File: config.mk
export PLATFORM = sky130hd
export DESIGN_NAME = fetch_sequencer
export DESIGN_NICKNAME = d
export VERILOG_FILES = /design/src/rtl/mips_pkg.sv /design/src/rtl/fetch_redirect_sel.sv /design/src/rtl/fetch_sequencer.sv
export SDC_FILE = /design/constraint.sdc
export NUM_CORES = 1
export LEC_CHECK = 0
export CAP_MARGIN = 0
export CORE_MARGIN = 5
export CORE_UTILIZATION = 45
export CTS_CLUSTER_DIAMETER = 30
export CTS_CLUSTER_SIZE = 20
export DETAILED_ROUTE_END_ITERATION = 7
export PLACE_DENSITY_LB_ADDON = 0.15
export SYNTH_ARGS = -nofsm -noshare
export SYNTH_HDL_FRONTEND = slang
export SYNTH_HIERARCHICAL = 1
export SYNTH_SLANG_ARGS = --single-unit
File: constraint.sdc
create_clock -name clk -period 6.7 [get_ports clk]
set_clock_uncertainty 0.2 [all_clocks]
set_input_delay 2.01 -clock clk [delete_from_list [all_inputs] [get_ports clk]]
set_output_delay 2.01 -clock clk [all_outputs]
set_load 0.02 [all_outputs]
File: src/rtl/mips_pkg.sv
// Shared fetch-stage definitions: default vectors, fetch FSM encoding, redirect bundle.
// Pure declarations; no latency or backpressure of its own.
package mips_pkg;

  localparam logic [31:0] DEF_RESET_PC   = 32'h0000_3000;
  localparam logic [31:0] DEF_INT_VECTOR = 32'h0000_4180;

  typedef enum logic [1:0] {
    FS_IDLE,
    FS_FETCH,
    FS_HOLD,
    FS_DISCARD
  } fetchState_e;

  typedef struct packed {
    logic        kill;
    logic [31:0] killTgt;
    logic [31:0] acceptTgt;
  } redirect_t;

endpackage

File: src/rtl/fetch_redirect_sel.sv
// Priority select of the next fetch address: interrupt > eret > branch/pending branch > pc+4.
// Purely combinational, zero latency; applies no backpressure.
module fetch_redirect_sel
  import mips_pkg::*;
#(
  parameter logic [31:0] INT_VECTOR = DEF_INT_VECTOR
) (
  input  logic        int_req,
  input  logic        int_back,
  input  logic [31:0] epc,
  input  logic        flush_pc,
  input  logic [31:0] npc,
  input  logic        brPend,
  input  logic [31:0] tgtQ,
  input  logic [31:0] pcPlus4,
  output redirect_t   redirect
);

  always_comb begin
    redirect = '0;
    redirect.kill    = int_req | int_back;
    redirect.killTgt = int_req ? INT_VECTOR : epc;
    // a branch resolving this cycle supersedes one still waiting for its delay slot
    if (flush_pc) begin
      redirect.acceptTgt = npc;
    end else if (brPend) begin
      redirect.acceptTgt = tgtQ;
    end else begin
      redirect.acceptTgt = pcPlus4;
    end
  end

endmodule

File: src/rtl/fetch_sequencer.sv
// Owns the fetch PC and drives the IM req/ready port, holding the fetched word while decode stalls.
// Latency: word visible on instr_f in the cycle imem_ready rises; next address issued the cycle after accept.
// Backpressure: stall parks the word in a holding register and drops imem_req until decode loads it.
module fetch_sequencer
  import mips_pkg::*;
#(
  parameter logic [31:0] RESET_PC   = DEF_RESET_PC,
  parameter logic [31:0] INT_VECTOR = DEF_INT_VECTOR
) (
  input  logic        clk,
  input  logic        reset,
  input  logic        stall,
  input  logic        flush_pc,
  input  logic [31:0] npc,
  input  logic        int_req,
  input  logic        int_back,
  input  logic [31:0] epc,
  output logic        imem_req,
  output logic [31:0] imem_addr,
  input  logic        imem_ready,
  input  logic [31:0] imem_rdata,
  output logic [31:0] instr_f,
  output logic        instr_valid_f,
  output logic [31:0] pc_f,
  output logic [31:0] pc_plus4_f,
  output logic [31:0] pc_plus8_f
);

  fetchState_e state, nextState;
  logic [31:0] pcQ, pcD;
  logic [31:0] tgtQ, tgtD;
  logic [31:0] holdQ, holdD;
  logic        brPend, brPendD;
  redirect_t   redirect;

  assign pc_f       = pcQ;
  assign imem_addr  = pcQ;
  assign pc_plus4_f = pcQ + 32'd4;
  assign pc_plus8_f = pcQ + 32'd8;

  fetch_redirect_sel #(
    .INT_VECTOR (INT_VECTOR)
  ) u_redirect (
    .int_req   (int_req),
    .int_back  (int_back),
    .epc       (epc),
    .flush_pc  (flush_pc),
    .npc       (npc),
    .brPend    (brPend),
    .tgtQ      (tgtQ),
    .pcPlus4   (pc_plus4_f),
    .redirect  (redirect)
  );

  always_ff @(posedge clk or negedge reset) begin
    if (!reset) begin
      state  <= FS_IDLE;
      pcQ    <= RESET_PC;
      tgtQ   <= '0;
      holdQ  <= '0;
      brPend <= 1'b0;
    end else begin
      state  <= nextState;
      pcQ    <= pcD;
      tgtQ   <= tgtD;
      holdQ  <= holdD;
      brPend <= brPendD;
    end
  end

  always_comb begin
    nextState     = state;
    pcD           = pcQ;
    tgtD          = tgtQ;
    holdD         = holdQ;
    brPendD       = brPend;
    imem_req      = 1'b0;
    instr_valid_f = 1'b0;
    instr_f       = '0;

    case (state)
      FS_IDLE: begin
        nextState = FS_FETCH;
      end

      FS_FETCH: begin
        imem_req      = 1'b1;
        instr_valid_f = imem_ready;
        instr_f       = imem_rdata;
        if (redirect.kill) begin
          brPendD = 1'b0;
          // an unanswered request cannot be withdrawn, so remember where to go once it lands
          if (imem_ready) begin
            pcD = redirect.killTgt;
          end else begin
            tgtD      = redirect.killTgt;
            nextState = FS_DISCARD;
          end
        end else if (imem_ready && !stall) begin
          pcD     = redirect.acceptTgt;
          brPendD = 1'b0;
        end else if (imem_ready) begin
          holdD     = imem_rdata;
          nextState = FS_HOLD;
        end else if (flush_pc && !stall) begin
          // delay slot still outstanding: park the branch target until it is accepted
          tgtD    = npc;
          brPendD = 1'b1;
        end
      end

      FS_HOLD: begin
        instr_valid_f = 1'b1;
        instr_f       = holdQ;
        if (redirect.kill) begin
          pcD       = redirect.killTgt;
          brPendD   = 1'b0;
          nextState = FS_FETCH;
        end else if (!stall) begin
          pcD       = redirect.acceptTgt;
          brPendD   = 1'b0;
          nextState = FS_FETCH;
        end
      end

      FS_DISCARD: begin
        imem_req = 1'b1;
        if (redirect.kill) begin
          brPendD = 1'b0;
          if (imem_ready) begin
            pcD       = redirect.killTgt;
            nextState = FS_FETCH;
          end else begin
            tgtD = redirect.killTgt;
          end
        end else if (imem_ready) begin
          pcD       = tgtQ;
          nextState = FS_FETCH;
        end
      end

      default: begin
        nextState = FS_IDLE;
      end
    endcase
  end

endmodule

==> impl_metrics.env, run 1 <==
export IMPL_ys_ff_latch=99
export IMPL_routed_wl_microns=31400
export IMPL_synth_ff_type="dfrtp_1"
export IMPL_synth_compound_area_share_pct=22.7
export IMPL_die_area_sq_um=23000
export IMPL_path_cells="buf_4, ha_1, nand4_2, nor4_2, xor2_1, clkdlybuf4s50_1"
export IMPL_syn_inst=1050
export IMPL_hold_path_end="holdQ[23]"
export IMPL_grt_max_degree=84
export IMPL_critPathLaunchType="flip-flop"
export IMPL_cpLargestDelayFamily="buffers and inverters"
export IMPL_reg2reg_from="state[0]"
export IMPL_routedWlPerCell_microns=21.5
export IMPL_synth_nets=1161
export IMPL_clk_latency_ns=0.35
export IMPL_worst_ep_arrival_time_ns=3.47
export IMPL_nets=1298
export IMPL_period_minus_slack_ns=5.68
export IMPL_fmax_mhz=176
export IMPL_multi_input_area_sq_um=5610
export IMPL_grt_overflow=0
export IMPL_yosys_area_share_adder_pct=1.11
export IMPL_synth_edf_count=0
export IMPL_antenna_cells=0
export IMPL_grt_pass1_wl_microns=48500
export IMPL_setup_viol=0
export IMPL_io_pins=265
export IMPL_path_max_fanout=12
export IMPL_holdCritStartpoint="holdQ[23]"
export IMPL_die_w_microns=152
export IMPL_hold_violations=0
export IMPL_mostFrequentLayoutCell="clkdlybuf4s50_1"
export IMPL_final_max_slew_violation_count=0
export IMPL_n_fill_cell=1769
export IMPL_grt_pass1_vias=8543
export IMPL_p_total_mw=5.62
export IMPL_leakage_nw=4.48
export IMPL_ant_nets=0
export IMPL_hold_path_class="flip-flop to flip-flop"
export IMPL_maxCapViolCount=0
export IMPL_cts_root_buf="clkbuf_16"
export IMPL_finalSetupTns_ns=0
export IMPL_synth_top_family_by_area="compound AO/OA/AOI/OAI gates"
export IMPL_gr_usage_all_layers_pct=26.7
export IMPL_synthMuxAreaShare_pct=14.9
export IMPL_place_ws_ns=1.10
export IMPL_status="completed"
export IMPL_cp_end_kind="output pin"
export IMPL_crit_buf_inv=2
export IMPL_viasPerCell=6.03
export IMPL_ys_seq_area_share_pct=27.4
export IMPL_initial_core_util_pct=46.1
export IMPL_rrSetupSlack_ns=2.49
export IMPL_numCtsBuffers=9
export IMPL_routabilityCongestion=0.824
export IMPL_max_stage_delay_ns=0.70
export IMPL_antenna_found_initial=4
export IMPL_required_ns=4.49
export IMPL_final_cell_mix="clkdlybuf4s50_1 (261), o21ai_0 (111), mux2i_1 (97), dfrtp_1 (96), a21oi_1 (68)"
export IMPL_num_rows=51
export IMPL_p_per_area_nw_per_um2=489
export IMPL_area_growth_syn_to_layout_pct=27.2
export IMPL_worstHoldPathCells=1
export IMPL_synthXorXnorAreaFrac_pct=5.43
export IMPL_ctsHoldBuffers=0
export IMPL_yosysWarnings=6
export IMPL_post_cts_repair_setup_buffers=0
export IMPL_drive_above_1_share_pct=7.72
export IMPL_die_h_microns=152
export IMPL_reg2reg_depth=7
export IMPL_port_buffers=264
export IMPL_drt_iter0_markers=755
export IMPL_cp_slowest_cell="ha_1"
export IMPL_tightest_slew_ns=1.10
export IMPL_maxSlewHeadroom_pct=26.8
export IMPL_drcViolationCount=0
export IMPL_async_flop_share_pct=100
export IMPL_cts_tree="done"
export IMPL_htreeDepth=3
export IMPL_synth_area_sq_um=9040
export IMPL_ff_latch_area_sq_um=2480
export IMPL_rsz0062_at_grt="no"
export IMPL_core_sq_um=19600
export IMPL_syn_avg_cell_area_sq_um=8.61
export IMPL_min_period_over_period_pct=84.8
export IMPL_r2r_end="imem_addr[25]"
export IMPL_clkSinkCount=99
export IMPL_routed_via_count=8779
export IMPL_clkTransAtPathRegs_ns=0.08
export IMPL_cts_resized=0
export IMPL_synth_simple_area_share_pct=17.5
export IMPL_peakVddDrop_mv=0.259
export IMPL_startpoint="imem_addr[3]"
export IMPL_hpwlAfterDp_microns=19600
export IMPL_dr_pass1_iters=6
export IMPL_worstSetupPathType="flip-flop to output pin"
export IMPL_layout_setup_ws_ns=1.02
export IMPL_clk_path_buf_depth=2
export IMPL_ys_types=51
-- final cells by class --
class | count | share of cell area, %
clock buffer | 9 | 1.96
sequential | 99 | 21.6
clock inverter | 7 | 0.730
timing repair buffer | 278 | 23.8
inverter | 6 | 0.196
multi-input combinational | 793 | 48.8
tap | 265 | 2.89
-- registers in the layout (all words and copies together), names as in the netlist --
| name | flops |
|---|---|
| holdQ | 32 |
| imem_addr | 32 |
| tgtQ | 32 |
| state | 2 |
| brPend | 1 |
-- cells in the mapped netlist, types with 26 or more instances --
cell | count | share of area [%]
a21oi_1 | 69 | 3.8
a22oi_1 | 32 | 2.7
a2bb2oi_1 | 32 | 3.1
buf_2 | 34 | 1.9
buf_4 | 45 | 3.7
clkbuf_1 | 43 | 1.8
dfrtp_1 | 97 | 27
mux2_2 | 26 | 3.2
mux2i_1 | 97 | 11
nand2_1 | 51 | 2.1
nand3_1 | 50 | 2.8
nor2b_1 | 42 | 2.9
o21ai_0 | 111 | 6.1
o21ai_1 | 49 | 2.7
o221ai_1 | 32 | 3.1
or3_1 | 33 | 2.3
xnor2_1 | 44 | 4.3
-- layer usage --
layer,up-vias,share of wire [%],track usage [%]
met5,-,0.17,0
met3,53,9.1,6.63
met1,4252,42,34.5
met4,8,2.1,8.49
met2,393,47,43.8
li1,4073,-,-
-- power breakdown --
part           total (mW)  switching (mW)  internal [mW]
Combinational        3.70            2.00           1.69
Clock               0.567           0.270          0.297
Sequential           1.36           0.449          0.908
Total                5.62            2.72           2.90
-- worst max path at each step --
stage	endpoint	slack, ns	cells past startpoint
final	pc_plus4_f[26]	1.02	6
after global routing	pc_plus4_f[26]	0.90	6
after CTS	pc_plus4_f[26]	1.02	6
after detailed placement	instr_f[29]	1.10	4
after global placement	instr_f[15]	1.11	4
after floorplan	instr_valid_f	1.66	4
-- metrics by stage --
step                      utilization, %  hold slack [ns]  std cells  instance area, sq um
after CTS                           58.7            0.305       1457                 11500
after floorplan                        -            0.265       1050                  9040
after detailed placement            57.1            0.282       1441                 11200
final                               58.7            0.303       1457                 11500
after global routing                58.7            0.319       1457                 11500
after global placement              57.1            0.276       1441                 11200
-- cell families (layout without fill, tap and decap cells) --
group | Yosys count | after routing
compound gates | 336 | 336
simple gates | 263 | 263
buf+inv | 158 | 300
mux | 130 | 130
flops | 99 | 99
xor+xnor | 56 | 56
fa+ha+maj | 8 | 8
-- worst reg2reg max path, stage by stage, from the launching register on --
cell	delay (ns)
dfrtp_1	0.46
inv_1	0.15
ha_2	0.67
buf_4	0.63
o21ai_1	0.20
a21oi_4	0.76
or2_2	0.76
o21ai_0	0.24
No activity file was read; power rests on OpenSTA's default activity.
==> run 2, diff against run 1 <==
- clock period: 6.7 -> 5.6 ns (I/O delays scaled with it)
==> run 2 against run 1 <==
Effect of this change: wire length decreased by 0.44%; highest routed layer unchanged; flip-flop and latch count did not move; via count up 2.3%; largest cell class unchanged; first-iteration DRC count fell by 12%; total power increased by 20%; global-route usage about the same.
==> impl_metrics.env, run 2 (synthesis results as in run 1) <==
export IMPL_grt_util_met3_pct=7.79
export IMPL_critPathLaunchType="flip-flop"
export IMPL_place_area_sq_um=11200
export IMPL_timing_hold_ws_ns=0.297
export IMPL_leakage_nw=4.52
export IMPL_die_area_sq_um=23000
export IMPL_peakVddDrop_mv=0.320
export IMPL_maxSlewHeadroom_pct=22.3
export IMPL_hold_path_class="flip-flop to flip-flop"
export IMPL_path_cells="ha_1, nand4_2, nor4_2, nand4_1, xnor2_1, clkdlybuf4s50_1"
export IMPL_die_h_microns=152
export IMPL_antenna_found_initial=1
export IMPL_cpLargestDelayFamily="simple AND/OR/NAND/NOR gates"
export IMPL_core_sq_um=19600
export IMPL_drive_above_1_share_pct=8.18
export IMPL_worst_ep_arrival_time_ns=3.29
export IMPL_tightest_slew_ns=1.16
export IMPL_path_max_fanout=10
export IMPL_clk_latency_ns=0.36
export IMPL_io_pins=265
export IMPL_hpwlAfterDp_microns=20000
export IMPL_cts_tree="done"
export IMPL_fin_area_sq_um=11500
export IMPL_drcViolationCount=0
export IMPL_rsz0062_at_grt="no"
export IMPL_clkTransAtPathRegs_ns=0.08
export IMPL_routed_via_count=8979
export IMPL_finalSetupTns_ns=0
export IMPL_grt_pass1_wl_microns=48700
export IMPL_startpoint="imem_addr[4]"
export IMPL_p_per_area_nw_per_um2=583
export IMPL_ant_nets=0
export IMPL_setup_viol=0
export IMPL_htreeDepth=3
export IMPL_utilization_pct=58.9
export IMPL_gr_usage_all_layers_pct=26.7
export IMPL_initial_core_util_pct=46.1
export IMPL_cts_resized=0
export IMPL_max_stage_delay_ns=0.67
export IMPL_dr_pass1_iters=5
export IMPL_grt_overflow=0
export IMPL_holdCritStartpoint="holdQ[23]"
export IMPL_crit_buf_inv=1
export IMPL_routed_wl_microns=31200
export IMPL_die_w_microns=152
export IMPL_worstSetupPathType="flip-flop to output pin"
export IMPL_final_max_slew_violation_count=0
export IMPL_grt_max_degree=75
export IMPL_grt_pass1_vias=8812
export IMPL_viasPerCell=6.13
export IMPL_met1_usage_pct=33.8
export IMPL_period_minus_slack_ns=5.17
export IMPL_use_met2_pct=42.4
export IMPL_fmax_mhz=193
export IMPL_drt_iter0_markers=662
export IMPL_clk_path_buf_depth=2
export IMPL_status="completed"
export IMPL_nets=1304
export IMPL_cp_end_kind="output pin"
export IMPL_num_rows=51
export IMPL_hold_violations=0
export IMPL_busiest_layer="met2"
export IMPL_routedWlPerCell_microns=21.3
export IMPL_area_growth_syn_to_layout_pct=27.7
export IMPL_final_cell_mix="clkdlybuf4s50_1 (261), o21ai_0 (111), mux2i_1 (97), dfrtp_1 (96), a21oi_1 (68)"
export IMPL_reg2reg_from="state[0]"
export IMPL_cp_slowest_cell="clkdlybuf4s50_1"
export IMPL_clkSinkCount=99
export IMPL_min_period_over_period_pct=92.4
export IMPL_routabilityCongestion=0.805
export IMPL_post_cts_repair_setup_buffers=0
export IMPL_numCtsBuffers=9
export IMPL_ctsHoldBuffers=0
export IMPL_required_ns=3.72
export IMPL_maxCapViolCount=0
export IMPL_cts_root_buf="clkbuf_16"
export IMPL_port_buffers=264
export IMPL_mostFrequentLayoutCell="clkdlybuf4s50_1"
run 2: final cells by class:
cell class | instances | area (sq um)
sequential | 99 | 2480
multi-input combinational | 793 | 5600
timing repair buffer | 284 | 2810
inverter | 6 | 22.5
tap | 265 | 332
clock buffer | 10 | 239
fill | 1769 | 8050
antenna | 1 | 2.50
clock inverter | 6 | 56.3
run 2: final timing paths:
| path | cells after the start | slack, ns | endpoint |
|---|---|---|---|
| max | 6 | 0.43 | pc_plus4_f[31] |
| min | 1 | 0.30 | holdQ[23] |
| max reg2reg | 7 | 1.52 | imem_addr[4] |
| min reg2reg | 1 | 0.30 | holdQ[23] |
| max in group asynchronous | 2 | 3.20 | tgtQ[24] |
| min in group asynchronous | 1 | 1.07 | tgtQ[6] |
run 2: routing by layer:
layer	routed length, microns	up-vias
met5	7	-
met4	997	2
met3	3180	73
met2	14500	473
met1	12600	4330
li1	-	4101
run 2: power by group:
part / switching, mW / internal [mW] / leakage [nW]
Combinational: 2.39 / 2.06 / 3.20
Clock: 0.322 / 0.324 / 0.143
Sequential: 0.550 / 1.09 / 1.18
run 2: worst register-to-register path, delay by kind of cell, from the launching register on:
kind | cells | cell delay, ns
AO/OA/AOI/OAI | 3 | 1.17
adder cells (fa/ha/maj) | 1 | 0.66
buffers and inverters | 2 | 0.71
flip-flops | 1 | 0.46
AND/OR/NAND/NOR | 1 | 0.72
run 2: stage by stage:
step	cells	setup slack (ns)	total power, mW
6_report	1464	0.427	6.73
5_1_grt	1463	0.270	7.16
4_1_cts	1463	0.399	6.76
3_5_place_dp	1447	0.671	6.08
3_3_place_gp	1447	0.661	6.03
2_1_floorplan	1050	1.22	4.45
==> run 3, diff against run 2 <==
- ABC_CLOCK_PERIOD_IN_PS: default -> 5600
==> results of run 3 <==
No change in the layout: final DEF, timing and power equal those of run 2.
